===== src/rtl/clk_div_scheduler_pkg.sv =====
// Shared constants, types and helpers for the multi-channel clock divider.
// Imported by the interface, the channel sub-module and the top.
package clk_div_pkg;

    localparam int CW_DEF   = 26;
    localparam int DIV_STOP = 0;

    typedef logic [CW_DEF-1:0] div_t;

    // Index width that stays legal for a single-channel build.
    function automatic int ch_width(input int n);
        return (n > 1) ? $clog2(n) : 1;
    endfunction

endpackage


===== src/rtl/clk_div_scheduler_if.sv =====
// Config handshake plus divided outputs, shared by the control master
// and the divider block.
interface clk_div_scheduler_if
    import clk_div_pkg::*;
#(
    parameter int NCH = 4,
    parameter int CW  = CW_DEF
);

    localparam int CHW = ch_width(NCH);

    logic           cfg_valid;
    logic           cfg_ready;
    logic [CHW-1:0] cfg_ch;
    logic [CW-1:0]  cfg_div;
    logic [NCH-1:0] div_out;
    logic [NCH-1:0] tick;
    logic [NCH-1:0] busy;

    modport master (
        output cfg_valid, cfg_ch, cfg_div,
        input  cfg_ready, div_out, tick, busy
    );

    modport slave (
        input  cfg_valid, cfg_ch, cfg_div,
        output cfg_ready, div_out, tick, busy
    );

endinterface


===== src/rtl/clk_div_channel.sv =====
// One divider channel: half-period counter with a shadowed ratio that is
// only adopted at the end of a full output period (or at once when stopped).
module clk_div_channel
    import clk_div_pkg::*;
#(
    parameter int CW       = CW_DEF,
    parameter int INIT_DIV = 4
) (
    input  logic          clk,
    input  logic          rst_n,
    input  logic          load_en,
    input  logic [CW-1:0] load_val,
    output logic          div_out,
    output logic          tick,
    output logic          busy
);

    logic [CW-1:0] cnt_r;
    logic [CW-1:0] cur_div_r;
    logic [CW-1:0] shadow_r;
    logic          div_out_r;
    logic          tick_r;
    logic          busy_r;

    logic [CW-1:0] cnt_s;
    logic [CW-1:0] cur_div_s;
    logic [CW-1:0] shadow_s;
    logic          div_out_s;
    logic          tick_s;
    logic          busy_s;
    logic          stopped_s;
    logic          wrap_s;

    // Next-state: stop handling, wrap/toggle, period-boundary apply, shadow load.
    always_comb begin
        cnt_s     = cnt_r;
        cur_div_s = cur_div_r;
        shadow_s  = shadow_r;
        div_out_s = div_out_r;
        tick_s    = 1'b0;
        busy_s    = busy_r;
        stopped_s = (cur_div_r == CW'(DIV_STOP));
        wrap_s    = !stopped_s && (cnt_r == (cur_div_r - CW'(1)));

        if (stopped_s) begin
            cnt_s     = '0;
            div_out_s = 1'b0;
            if (busy_r) begin
                cur_div_s = shadow_r;
                busy_s    = 1'b0;
            end else begin
                cur_div_s = cur_div_r;
            end
        end else if (wrap_s) begin
            cnt_s     = '0;
            div_out_s = ~div_out_r;
            tick_s    = 1'b1;
            // busy_r is the pre-edge value, so a same-edge accept never applies here.
            if (div_out_r && busy_r) begin
                cur_div_s = shadow_r;
                busy_s    = 1'b0;
            end else begin
                cur_div_s = cur_div_r;
            end
        end else begin
            cnt_s = cnt_r + CW'(1);
        end

        if (load_en) begin
            shadow_s = load_val;
            busy_s   = 1'b1;
        end else begin
            shadow_s = shadow_s;
        end
    end

    // Channel state register.
    always_ff @(posedge clk or negedge rst_n) begin
        if (!rst_n) begin
            cnt_r     <= '0;
            cur_div_r <= CW'(INIT_DIV);
            shadow_r  <= '0;
            div_out_r <= 1'b0;
            tick_r    <= 1'b0;
            busy_r    <= 1'b0;
        end else begin
            cnt_r     <= cnt_s;
            cur_div_r <= cur_div_s;
            shadow_r  <= shadow_s;
            div_out_r <= div_out_s;
            tick_r    <= tick_s;
            busy_r    <= busy_s;
        end
    end

    assign div_out = div_out_r;
    assign tick    = tick_r;
    assign busy    = busy_r;

endmodule


===== src/rtl/clk_div_scheduler.sv =====
// Runtime-programmable multi-channel clock divider. A single outstanding
// ratio update is accepted over the config handshake and routed to one channel.
module clk_div_scheduler
    import clk_div_pkg::*;
#(
    parameter int NCH      = 4,
    parameter int CW       = CW_DEF,
    parameter int INIT_DIV = 4
) (
    input  logic                 clk,
    input  logic                 rst_n,
    clk_div_scheduler_if.slave   cfg
);

    localparam int CHW = ch_width(NCH);

    logic           cfg_ready_r;
    logic           cfg_ready_s;
    logic           accept_s;
    logic [NCH-1:0] load_en_s;
    logic [NCH-1:0] div_out_s;
    logic [NCH-1:0] tick_s;
    logic [NCH-1:0] busy_s;

    // Handshake and channel decode; out-of-range indices load nothing.
    always_comb begin
        accept_s  = cfg.cfg_valid & cfg_ready_r;
        load_en_s = '0;
        for (int i = 0; i < NCH; i++) begin
            if (accept_s && (cfg.cfg_ch == CHW'(i))) begin
                load_en_s[i] = 1'b1;
            end else begin
                load_en_s[i] = 1'b0;
            end
        end
        // Drop ready on the accepting edge; reopen once every channel is idle.
        if (accept_s) begin
            cfg_ready_s = 1'b0;
        end else begin
            cfg_ready_s = ~|busy_s;
        end
    end

    // Config-ready register.
    always_ff @(posedge clk or negedge rst_n) begin
        if (!rst_n) begin
            cfg_ready_r <= 1'b1;
        end else begin
            cfg_ready_r <= cfg_ready_s;
        end
    end

    for (genvar gi = 0; gi < NCH; gi++) begin : g_ch
        clk_div_channel #(
            .CW       (CW),
            .INIT_DIV (INIT_DIV)
        ) u_ch (
            .clk      (clk),
            .rst_n    (rst_n),
            .load_en  (load_en_s[gi]),
            .load_val (cfg.cfg_div),
            .div_out  (div_out_s[gi]),
            .tick     (tick_s[gi]),
            .busy     (busy_s[gi])
        );
    end

    assign cfg.cfg_ready = cfg_ready_r;
    assign cfg.div_out   = div_out_s;
    assign cfg.tick      = tick_s;
    assign cfg.busy      = busy_s;

endmodule

===== src/flat_wrapper.sv =====
// flat-port wrapper written by rule: the top's interface ports become plain ports
module clk_div_scheduler_flat import clk_div_pkg::*;
#(
    parameter int NCH      = 4,
    parameter int CW       = CW_DEF,
    parameter int INIT_DIV = 4
)
  (clk, rst_n, cfg_cfg_valid, cfg_cfg_ch, cfg_cfg_div, cfg_cfg_ready, cfg_div_out, cfg_tick, cfg_busy);
  clk_div_scheduler_if #(.NCH(NCH), .CW(CW)) cfg_i ();
  input  logic clk;
  input  logic rst_n;
  input wire logic [$bits(cfg_i.cfg_valid)-1:0] cfg_cfg_valid;
  input wire logic [$bits(cfg_i.cfg_ch)-1:0] cfg_cfg_ch;
  input wire logic [$bits(cfg_i.cfg_div)-1:0] cfg_cfg_div;
  output wire logic [$bits(cfg_i.cfg_ready)-1:0] cfg_cfg_ready;
  output wire logic [$bits(cfg_i.div_out)-1:0] cfg_div_out;
  output wire logic [$bits(cfg_i.tick)-1:0] cfg_tick;
  output wire logic [$bits(cfg_i.busy)-1:0] cfg_busy;
  assign cfg_i.cfg_valid = cfg_cfg_valid;
  assign cfg_i.cfg_ch = cfg_cfg_ch;
  assign cfg_i.cfg_div = cfg_cfg_div;
  assign cfg_cfg_ready = cfg_i.cfg_ready;
  assign cfg_div_out = cfg_i.div_out;
  assign cfg_tick = cfg_i.tick;
  assign cfg_busy = cfg_i.busy;
  clk_div_scheduler #(.NCH(NCH), .CW(CW), .INIT_DIV(INIT_DIV)) u_core (.clk(clk), .rst_n(rst_n), .cfg(cfg_i));
endmodule

===== config.mk =====
export PLATFORM = sky130hd
export DESIGN_NAME = clk_div_scheduler_flat
export DESIGN_NICKNAME = d
export VERILOG_FILES = /design/src/rtl/clk_div_scheduler_pkg.sv /design/src/rtl/clk_div_scheduler_if.sv /design/src/rtl/clk_div_channel.sv /design/src/rtl/clk_div_scheduler.sv /design/src/flat_wrapper.sv
export SDC_FILE = /design/constraint.sdc
export NUM_CORES = 1
export LEC_CHECK = 0
export ABC_AREA = 1
export BUFFER_PORTS_ARGS = -buffer_cell sky130_fd_sc_hd__buf_2
export CAP_MARGIN = 40
export CORE_MARGIN = 2
export CORE_UTILIZATION = 64
export CTS_CLUSTER_SIZE = 40
export DETAILED_ROUTE_END_ITERATION = 16
export GPL_TIMING_DRIVEN = 0
export PLACE_DENSITY = 0.81
export SLEW_MARGIN = 20
export SYNTH_ARGS = -nofsm -noshare
export SYNTH_HDL_FRONTEND = slang
export SYNTH_SLANG_ARGS = --single-unit

===== constraint.sdc =====
create_clock -name clk -period 3.3 [get_ports clk]
set_input_delay 0.165 -clock clk [delete_from_list [all_inputs] [get_ports clk]]
set_output_delay 0.165 -clock clk [all_outputs]
set_load 0.01 [all_outputs]

# [Word-level counts from Yosys, hierarchy flattened]
# Cells that the tools add are included.
# Widths: inputs -> output; s select.
[totals] word_cells=157 ff_bits=325 out_inout_bits=13
[op_classes] bitwise=5 n_mux=61 n_eq_ne=11 reduce_logical=47 addsub=8
[op_table] cell="$mux 26" n=24
[op_table] cell="$add 26x1->26 const B" n=4
[op_table] cell="$eq 26x26->1" n=4
[op_table] cell="$logic_not 26->1" n=4
[op_table] cell="$sub 26x1->26 const B" n=4
[op_table] cell="$mux 1" n=37
[op_table] cell="$reduce_bool 3->1" n=8
[op_table] cell="$reduce_bool 2->1" n=8
[op_table] cell="$logic_and 1x1->1" n=12
[op_table] cell="$reduce_and 3->1" n=4
[op_table] cell="$ne 2x2->1 const B" n=4
[op_table] cell="$reduce_and 2->1" n=4
[op_table] cell="$logic_not 1->1" n=5
[op_table] cell="$eq 2x2->1 const B" n=2
[op_table] cell="$not 1->1" n=4
[op_table] cell="$reduce_or 4->1" n=1
[op_table] cell="$eq 2x1->1 const B" n=1
[op_table] cell="$logic_not 2->1" n=1
[op_table] cell="$and 1x1->1" n=1

# [Logic depth before layout (Yosys ltp)]
# Gate-level depths: netlist (run 1).
[depth] depth_word=6 mapped_depth=19 ltp_nobuf=18

# [Hierarchy]
# Synthesis (run 1) repeated with hierarchy kept, for this count alone.
[hier_totals] hier_cells=2612 hier_area_um2=18743.0
[by_module_without_submodules] module="clk_div_channel (u_core.g_ch[0].u_ch ...)" cells_per_inst=645 seq_area_each_um2=2028.2 area_each_um2=4620.7 n_inst=3
[by_module_without_submodules] module="clk_div_channel (u_core.g_ch[3].u_ch)" cells_per_inst=662 seq_area_each_um2=2028.2 area_each_um2=4792.1 n_inst=1
[by_module_without_submodules] module="clk_div_scheduler" cells_per_inst=15 seq_area_each_um2=26.3 area_each_um2=88.8 n_inst=1

# [Worst setup path after synthesis (run 1)]
# No wires, ideal clock.
[synth_timing] kind="flip-flop to flip-flop" start="reg u_core.g_ch[0].u_ch.cur_div_r[0]" end="reg u_core.g_ch[0].u_ch.cur_div_r[6]" stages_incl_launch_ff=17 period_less_slack_ns=2.341 path_buffers=1 required_time_ns=3.183 arrival_ns=2.225 slack_ns=0.959 cell_sequence="dfrtp_1 > inv_1 > ha_1 > nand3_2 > nor2_1 > nand2_1 > inv_1 > nand2_1 > xor2_1 > nand2_1 > nor2_1 > nand4_2 > nand2_4 > nand2_4 > buf_6 > nand2_1 > nand2_1"
[synth_via] elab_chain_len=5
[synth_lines] item="start, declared" line="clk_div_channel.sv:19" source="logic [CW-1:0] cur_div_r;"
[synth_lines] item="start signal, assigned" line="clk_div_channel.sv:81" source="cur_div_r <= CW'(INIT_DIV);"
[synth_lines] item="start signal, assigned" line="clk_div_channel.sv:88" source="cur_div_r <= cur_div_s;"
[synth_lines] item="$sub 26x1->26 or $logic_not 26->1 (tied branches)" line="clk_div_channel.sv:43, clk_div_channel.sv:42"
[synth_lines] item="$eq 26x26->1 or $logic_not 1->1 (tied branches)" line="clk_div_channel.sv:43" source="wrap_s = !stopped_s && (cnt_r == (cur_div_r - CW'(1)));"
[synth_lines] item="$logic_and 1x1->1" line="clk_div_channel.sv:43"
[synth_lines] item="$reduce_bool 2->1 (no source line)"
[synth_lines] item="$reduce_and 3->1 (no source line)"
# Several ways; a longest one is shown, not always the timed one.
# A chain may end at the register's enable or synchronous reset.

# [Worst setup path after layout (run 1)]
[layout_timing] start="reg u_core.g_ch[1].u_ch.cur_div_r[0]" end="reg u_core.g_ch[1].u_ch.cnt_r[8]"
[layout_via] elab_chain_len=5
[layout_lines] item="start, declared" line="clk_div_channel.sv:19"
[layout_lines] item="start signal, assigned" line="clk_div_channel.sv:81"
[layout_lines] item="start signal, assigned" line="clk_div_channel.sv:88"
[layout_lines] item="$sub 26x1->26 or $logic_not 26->1 (tied branches)" line="clk_div_channel.sv:43, clk_div_channel.sv:42"
[layout_lines] item="$eq 26x26->1 or $logic_not 1->1 (tied branches)" line="clk_div_channel.sv:43"
[layout_lines] item="$logic_and 1x1->1" line="clk_div_channel.sv:43"
[layout_lines] item="$mux 26" line="clk_div_channel.sv:54" source="end else if (wrap_s) begin"
[layout_lines] item="$mux 26 (*)" line="clk_div_channel.sv:45" source="if (stopped_s) begin"
[layout_lines] item="net u_core.g_ch[1].u_ch.cnt_s[8]" line="clk_div_channel.sv:25" source="logic [CW-1:0] cnt_s;"
[layout_lines] item="end signal, assigned" line="clk_div_channel.sv:87" source="cnt_r <= cnt_s;"
[layout_lines] item="end, declared" line="clk_div_channel.sv:18" source="logic [CW-1:0] cnt_r;"
# Mark *: on every way through the listed nets, which the timed path passes. The rest lies on a longest branch.

==> summary.txt, run 1 <==
Routing
  • Met1 wire length: 21,100 um
  • Vias per cell: 5.52
  • Starting DRT DRC Count: 1,334
  • Remaining antenna violation count after routing: 0
  • Number of iterations in the first detailed-routing pass: 8
  • Highest routing layer actually used: met5
  • Met2 wire len: 22,700 um
  • Average wire length per cell after detail routing: 15.7 um
  • Vias after detailed routing: 16,972
  • Total DRC errors in the routed layout: 0
  • Wire length on met3: 3290 um
  • Routed wire length: 48,300 um

Setup path
  • Arrival time at the worst endpoint: 3.31 ns
  • Cell with the biggest individual delay on the critical path: sky130_fd_sc_hd__dfrtp_1
  • Setup crit end kind: flip-flop
  • Maximum cell stage delay along the critical path: 0.37 ns
  • Critical path peak fanout: 10
  • Required time reported for the critical path endpoint: 3.69 ns
  • Crit path kind: flip-flop to flip-flop
  • Cells traversed along the worst timing path: inv_1, ha_1, nand3_2, nor2_1, xor2_1, inv_1, nand2_1, nand2_1, nor2_1, nand3_1, nor2_2, nand2_1, nand2_2, buf_2, nor2_1
  • Crit path launch type: flip-flop

Synth
  • Proportion of synthesized area in mux cells: 0%
  • Top-area cell type share of the netlist area: 42.3%
  • Synthesized area divided by synthesized cell count: 7.32 sq um
  • Sequential fraction of the synthesis area: 43.0%
  • Number of distinct library cells after synthesis: 48
  • Post-synthesis adder-cell area fraction: 0.529%
  • Largest area contributor in the netlist: sky130_fd_sc_hd__dfrtp_1
  • Count of yosys warnings during synthesis: 0
  • Count of state elements after synthesis: 325
  • Combinational family with the most area after synthesis: simple AND/OR/NAND/NOR gates
  • Synthesized-area fraction occupied by xor and xnor cells: 8.99%
  • Synthesized instance count: 2,585
  • Simple-gate area share of the yosys netlist: 35.7%
  • Cell area after synthesis: 18,900 sq um
  • Mapped Nets: 2,624
  • Synth area leaders: sky130_fd_sc_hd__dfrtp_1 (42%), sky130_fd_sc_hd__nand2_1 (16%), sky130_fd_sc_hd__nor2_1 (7.1%), sky130_fd_sc_hd__nand3_1 (6.3%), sky130_fd_sc_hd__xor2_1 (5.2%)
  • Complex-gate fraction of the synthesized area: 4.35%

Clocking
  • CTS tree: yes
  • TritonCTS buffer count: 35
  • Maximum count of clock buffers along a single path: 3
  • Clk Latency, worst-skew pair: 0.52 ns
  • Number of H-tree branching levels: 2
  • Clock-pin transition on the worst setup and hold timing paths: 0.06 ns
  • Number of resized instances in the post-cts repair step: 0
  • Clock net sink count: 325
  • Root buffer selected by CTS: sky130_fd_sc_hd__clkbuf_16

Layout
  • Number of antenna cells inserted: 0
  • Number of nets at the end of the flow: 2,709
  • Synthesis-to-finish area growth: 10.7%
  • Fraction of layout instances using a drive strength above 1: 8.06%
  • Number of inserted filler cells in the final layout: 2,397
  • Post-route core utilization: 72.5%

Global route
  • Vias in the first global route: 16,503
  • Number of antenna violations at the first check in global routing: 0
  • Global-route wire length before repair: 80,400 um
  • Largest net degree at the start of global routing: 104
  • Overall Global Routing Usage: 32.0%
  • Global route total overflow: 0

Place
  • Gpl congestion: 0.970
  • Number of buffers added on ports: 43
  • Detailed placement HPWL: 36,000 um

Timing
  • Max-slew violation total from the final report: 0
  • Min Clock Period, post-route: 2.92 ns
  • Highest Clock Rate: 0.343 GHz
  • Setup repair after global routing missed its margin: false
  • Max-Slew Margin vs Limit: 64.6%
  • Worst-case clock skew: 0.0122 ns
  • Final period utilization: 88.4%
  • Number of hold violations in the final report: 0
  • Final Setup Violations: 0
  • Fin Hold WS: 0.0614 ns
  • Worst-margin pin slew: 0.527 ns

Floorplanning
  • Initial Util: 65.4%
  • Area of the die: 31,000 sq um
  • Die extent in x: 176 um
  • Height of the die: 176 um
  • FP Rows: 62
  • # IOs: 44
  • Core Footprint: 28,900 sq um

Power and ir drop
  • Total power divided by cell area: 1140 nW/um^2
  • Leakage dissipation: 11.0 nW
  • IR drop worst, VDD: 892 uV

Job
  • Max-cap viol count: 0

Run status
  • Result of the run: completed

Min path
  • Path category of the worst min-delay check: primary input to flip-flop
[cells in the final DEF, fill, tap and decap left out, types with 32 or more instances in the layout]
cell type	instances
sky130_fd_sc_hd__nand2_1	793
sky130_fd_sc_hd__nor2_1	359
sky130_fd_sc_hd__dfrtp_1	320
sky130_fd_sc_hd__inv_1	258
sky130_fd_sc_hd__nand3_1	239
sky130_fd_sc_hd__o21ai_0	130
sky130_fd_sc_hd__xor2_1	112
sky130_fd_sc_hd__xnor2_1	72
sky130_fd_sc_hd__buf_2	52
sky130_fd_sc_hd__nand4_1	46
sky130_fd_sc_hd__clkbuf_1	40
sky130_fd_sc_hd__nor3_1	38
sky130_fd_sc_hd__clkbuf_16	37
sky130_fd_sc_hd__nor2_2	32
[sequential cells by signal, indices dropped and copies added, names as in the netlist]
signal                      count
u_core.g_ch.u_ch.div_out        4
u_core.cfg.cfg_ready            1
u_core.g_ch.u_ch.cur_div_r    104
u_core.g_ch.u_ch.shadow_r     104
u_core.g_ch.u_ch.cnt_r        104
u_core.g_ch.u_ch.tick           4
u_core.g_ch.u_ch.busy           4
[report_power, final]
part,switching (mW),leakage (nW),internal [mW]
logic,8.11,6.13,4.46
clock network,1.59,0.597,2.59
registers,1.60,4.27,5.45
[cell type report]
cell class / instances / area, sq um / share of cell area [%]
Multi-Input combinational cell: 1926 / 9390 / 44.8
Sequential cell: 325 / 8140 / 38.8
Clock buffer: 51 / 1050 / 5.00
Inverter: 265 / 995 / 4.74
Tap cell: 384 / 480 / 2.29
Buffer: 69 / 407 / 1.94
Timing Repair Buffer: 48 / 328 / 1.56
Clock inverter: 9 / 176 / 0.841
[synthesized netlist by cell type (all sizes together)]
cell type,number
and3,3
xnor2,72
nor2,398
nand3b,9
and2,4
or4,1
buf,36
xnor3,4
clkbuf,33
nor3b,5
clkinv,1
nand4,48
o211a,1
and3b,1
nor3,39
o22ai,3
xor2,112
a31o,1
nand3,245
inv,264
a211oi,1
dfstp,5
a31oi,5
o21ai,130
o21bai,5
a21oi,9
ha,8
dfrtp,320
nor4,4
a21boi,1
nand2,808
o211ai,1
or2,8
[critical path, delay by kind of cell (launching register included)]
kind / cells / cell delay [ns]
flops: 1 / 0.37
xor+xnor: 1 / 0.27
simple gates: 10 / 1.48
fa+ha+maj: 1 / 0.23
buf+inv: 3 / 0.45
[cell families (layout without fill, tap and decap cells)]
| family | count (synthesis) | after routing |
|---|---|---|
| fa+ha+maj | 8 | 8 |
| xor+xnor | 188 | 188 |
| buf+inv | 334 | 442 |
| compound gates | 157 | 157 |
| flops | 325 | 325 |
| simple gates | 1573 | 1573 |
[through the flow]
| stage | TNS [ns] | worst slack [ns] | instances | power [mW] | area (sq um) |
|---|---|---|---|---|---|
| after floorplan | 0 | 0.959 | 2585 | 16.4 | 18900 |
| after global placement | -1247.24 | -3.90 | 3012 | 18.9 | 19600 |
| after detailed placement | 0 | 0.437 | 3015 | 19.3 | 19700 |
| after CTS | 0 | 0.417 | 3077 | 23.7 | 21000 |
| after global routing | 0 | 0.0710 | 3077 | 25.9 | 21000 |
| final | 0 | 0.382 | 3077 | 23.8 | 21000 |
[metal layers]
metal,track usage (%),up-vias
met4,8.64,2
met3,5.71,90
li1,-,8307
met2,53.1,518
met5,1.28,-
met1,43.7,8055
[worst paths after layout]
kind	start	end	slack [ns]	cells after the start
setup / recovery	u_core.g_ch[1].u_ch.cur_div_r[0]	u_core.g_ch[1].u_ch.cnt_r[8]	0.38	15
hold / removal	cfg_cfg_div[0]	u_core.g_ch[3].u_ch.shadow_r[0]	0.06	3
setup reg to reg	u_core.g_ch[1].u_ch.cur_div_r[0]	u_core.g_ch[1].u_ch.cnt_r[8]	0.38	15
hold reg to reg	u_core.g_ch[3].u_ch.shadow_r[10]	u_core.g_ch[3].u_ch.cur_div_r[10]	0.47	2
max in group asynchronous	rst_n	u_core.g_ch[1].u_ch.cur_div_r[2]	1.90	4
min in group asynchronous	rst_n	u_core.g_ch[2].u_ch.cnt_r[23]	0.15	2
[timing repair]
| item | CTS | global route |
|---|---|---|
| endpoints found under the hold margin | 54 | 0 |
| hold buffers | 2 | 0 |
| buffers inserted | 0 | 0 |
Note: power is estimated with default switching activity, not from simulation.
==> inputs of run 2 (changes only) <==
--- a/config.mk
+++ b/config.mk
@@ -14,6 +14,7 @@
 export DETAILED_ROUTE_END_ITERATION = 16
 export GPL_TIMING_DRIVEN = 0
 export PLACE_DENSITY = 0.81
+export RECOVER_POWER = 50
 export SLEW_MARGIN = 20
 export SYNTH_ARGS = -nofsm -noshare
 export SYNTH_HDL_FRONTEND = slang
==> run 2 against run 1 <==
Compared with the run above:
- register-to-register slack about the same
- largest power group unchanged
- critical path depth unchanged
- sequential power about the same
==> summary.txt, run 2 (synthesized netlist as in run 1, its figures left out) <==
Place
  • Detailed placement HPWL: 36,000 um
  • Gpl congestion: 0.970
  • Instance area after placement: 19,700 sq um
  • Number of buffers added on ports: 43
  • Placed Cells incl. Taps: 3,015

Power and ir drop
  • Total power divided by cell area: 1140 nW/um^2
  • Leakage dissipation: 10.9 nW
  • IR drop worst, VDD: 895 uV

Routing
  • Starting DRT DRC Count: 1,369
  • Remaining antenna violation count after routing: 0
  • Total DRC errors in the routed layout: 0
  • Routed wire length: 48,300 um
  • Vias after detailed routing: 16,996
  • Number of iterations in the first detailed-routing pass: 7
  • Average wire length per cell after detail routing: 15.7 um
  • Vias per cell: 5.52

Job
  • Max-cap viol count: 0

Setup path
  • Maximum cell stage delay along the critical path: 0.37 ns
  • Number of buffers and inverters on the critical path: 3
  • Required time reported for the critical path endpoint: 3.70 ns
  • Crit path kind: flip-flop to flip-flop
  • Critical path peak fanout: 10
  • Arrival time at the worst endpoint: 3.31 ns
  • Crit path launch type: flip-flop
  • Worst path top cell family by delay: simple AND/OR/NAND/NOR gates
  • Cell with the biggest individual delay on the critical path: sky130_fd_sc_hd__dfrtp_1
  • Cells traversed along the worst timing path: inv_1, ha_1, nand3_2, nor2_1, xor2_1, inv_1, nand2_1, nand2_1, nor2_1, nand3_1, nor2_2, nand2_1, nand2_2, buf_2, nor2_1
  • Setup crit end kind: flip-flop

Clocking
  • Cts hold-fix bufs: 2
  • Clock-pin transition on the worst setup and hold timing paths: 0.06 ns
  • Number of resized instances in the post-cts repair step: 0
  • Clk Latency, worst-skew pair: 0.52 ns
  • Maximum count of clock buffers along a single path: 3
  • Root buffer selected by CTS: sky130_fd_sc_hd__clkbuf_16
  • Clock net sink count: 325
  • Setup repair bufs after CTS: 0
  • CTS tree: yes
  • Number of H-tree branching levels: 2
  • TritonCTS buffer count: 35

Global route
  • Largest net degree at the start of global routing: 104
  • Global-route wire length before repair: 80,400 um
  • Global route total overflow: 0
  • Number of antenna violations at the first check in global routing: 0
  • Vias in the first global route: 16,503
  • Overall Global Routing Usage: 32.0%

Floorplanning
  • # IOs: 44
  • Initial Util: 65.4%
  • FP Rows: 62
  • Area of the die: 31,000 sq um
  • Die extent in x: 176 um
  • Height of the die: 176 um
  • Core Footprint: 28,900 sq um

Layout
  • Synthesis-to-finish area growth: 10.5%
  • Most frequent cells in the layout: sky130_fd_sc_hd__nand2_1 (793), sky130_fd_sc_hd__nor2_1 (359), sky130_fd_sc_hd__dfrtp_1 (320)
  • Commonest non-fill, non-tap cell in the layout: sky130_fd_sc_hd__nand2_1
  • Fraction of layout instances using a drive strength above 1: 7.84%
  • Final Instance Count excl. Fillers: 3,077
  • Number of nets at the end of the flow: 2,709
  • Biggest regs: u_core.g_ch.u_ch.cnt_r (104), u_core.g_ch.u_ch.cur_div_r (104), u_core.g_ch.u_ch.shadow_r (104)
  • Final cell area excluding filler cells: 20,900 sq um
  • Number of antenna cells inserted: 0

Timing
  • Fin Hold WS: 0.0590 ns
  • Final period utilization: 88.3%
  • Worst-case clock skew: 0.0102 ns
  • Highest Clock Rate: 0.343 GHz
  • Number of hold violations in the final report: 0
  • Max-Slew Margin vs Limit: 6.99%
  • Setup Total Neg Slack: 0 ns
  • Max-slew violation total from the final report: 0
  • Min Clock Period, post-route: 2.91 ns
  • Setup repair after global routing missed its margin: false
  • Worst-margin pin slew: 1.40 ns
  • Final Setup Violations: 0

Run status
  • Result of the run: completed

Min path
  • Path category of the worst min-delay check: primary input to flip-flop
[run 2: per-layer routing]
metal | global-route usage, % | up-vias | wire length, um
met5 | 1.28 | - | 51
met4 | 8.64 | 2 | 1190
met3 | 5.71 | 101 | 3100
met2 | 53.1 | 506 | 22700
met1 | 43.7 | 8075 | 21300
li1 | - | 8312 | -
[run 2: area by class of cell]
| type | count | area [sq um] |
|---|---|---|
| Multi-Input combinational cell | 1926 | 9390 |
| Sequential cell | 325 | 8140 |
| Fill cell | 2404 | 8020 |
| Clock buffer | 51 | 1050 |
| Inverter | 265 | 995 |
| Tap cell | 384 | 480 |
| Buffer | 69 | 407 |
| Timing Repair Buffer | 48 | 280 |
| Clock inverter | 9 | 176 |
[run 2: stage by stage]
stage | util (%) | total power, mW | setup slack, ns
2_1_floorplan | - | 16.4 | 0.959
6_report | 72.3 | 23.8 | 0.386
3_3_place_gp | 67.8 | 18.9 | -3.90
5_1_grt | 72.3 | 25.9 | 0.0710
3_5_place_dp | 68.2 | 19.3 | 0.437
4_1_cts | 72.5 | 23.7 | 0.417
[run 2: where the power goes]
part | total (mW) | internal [mW] | switching (mW)
Clock | 4.19 | 2.59 | 1.59
Combinational | 12.5 | 4.45 | 8.10
Sequential | 7.05 | 5.45 | 1.60
Total | 23.8 | 12.5 | 11.3
[run 2: final timing paths]
path | startpoint | endpoint | slack (ns) | depth (start not counted)
max | u_core.g_ch[1].u_ch.cur_div_r[0] | u_core.g_ch[1].u_ch.cnt_r[8] | 0.39 | 15
min | cfg_cfg_div[0] | u_core.g_ch[3].u_ch.shadow_r[0] | 0.06 | 3
max reg2reg | u_core.g_ch[1].u_ch.cur_div_r[0] | u_core.g_ch[1].u_ch.cnt_r[8] | 0.39 | 15
min reg2reg | u_core.g_ch[3].u_ch.shadow_r[10] | u_core.g_ch[3].u_ch.cur_div_r[10] | 0.47 | 2
max in group asynchronous | rst_n | u_core.g_ch[1].u_ch.cur_div_r[2] | 1.22 | 4
min in group asynchronous | rst_n | u_core.g_ch[2].u_ch.cnt_r[21] | 0.13 | 2
[run 2: worst min-delay path: cells and delay by family]
kind / cells / cell delay (ns)
buffers and inverters: 2 / 0.18
AOI/OAI and AO/OA: 1 / 0.18
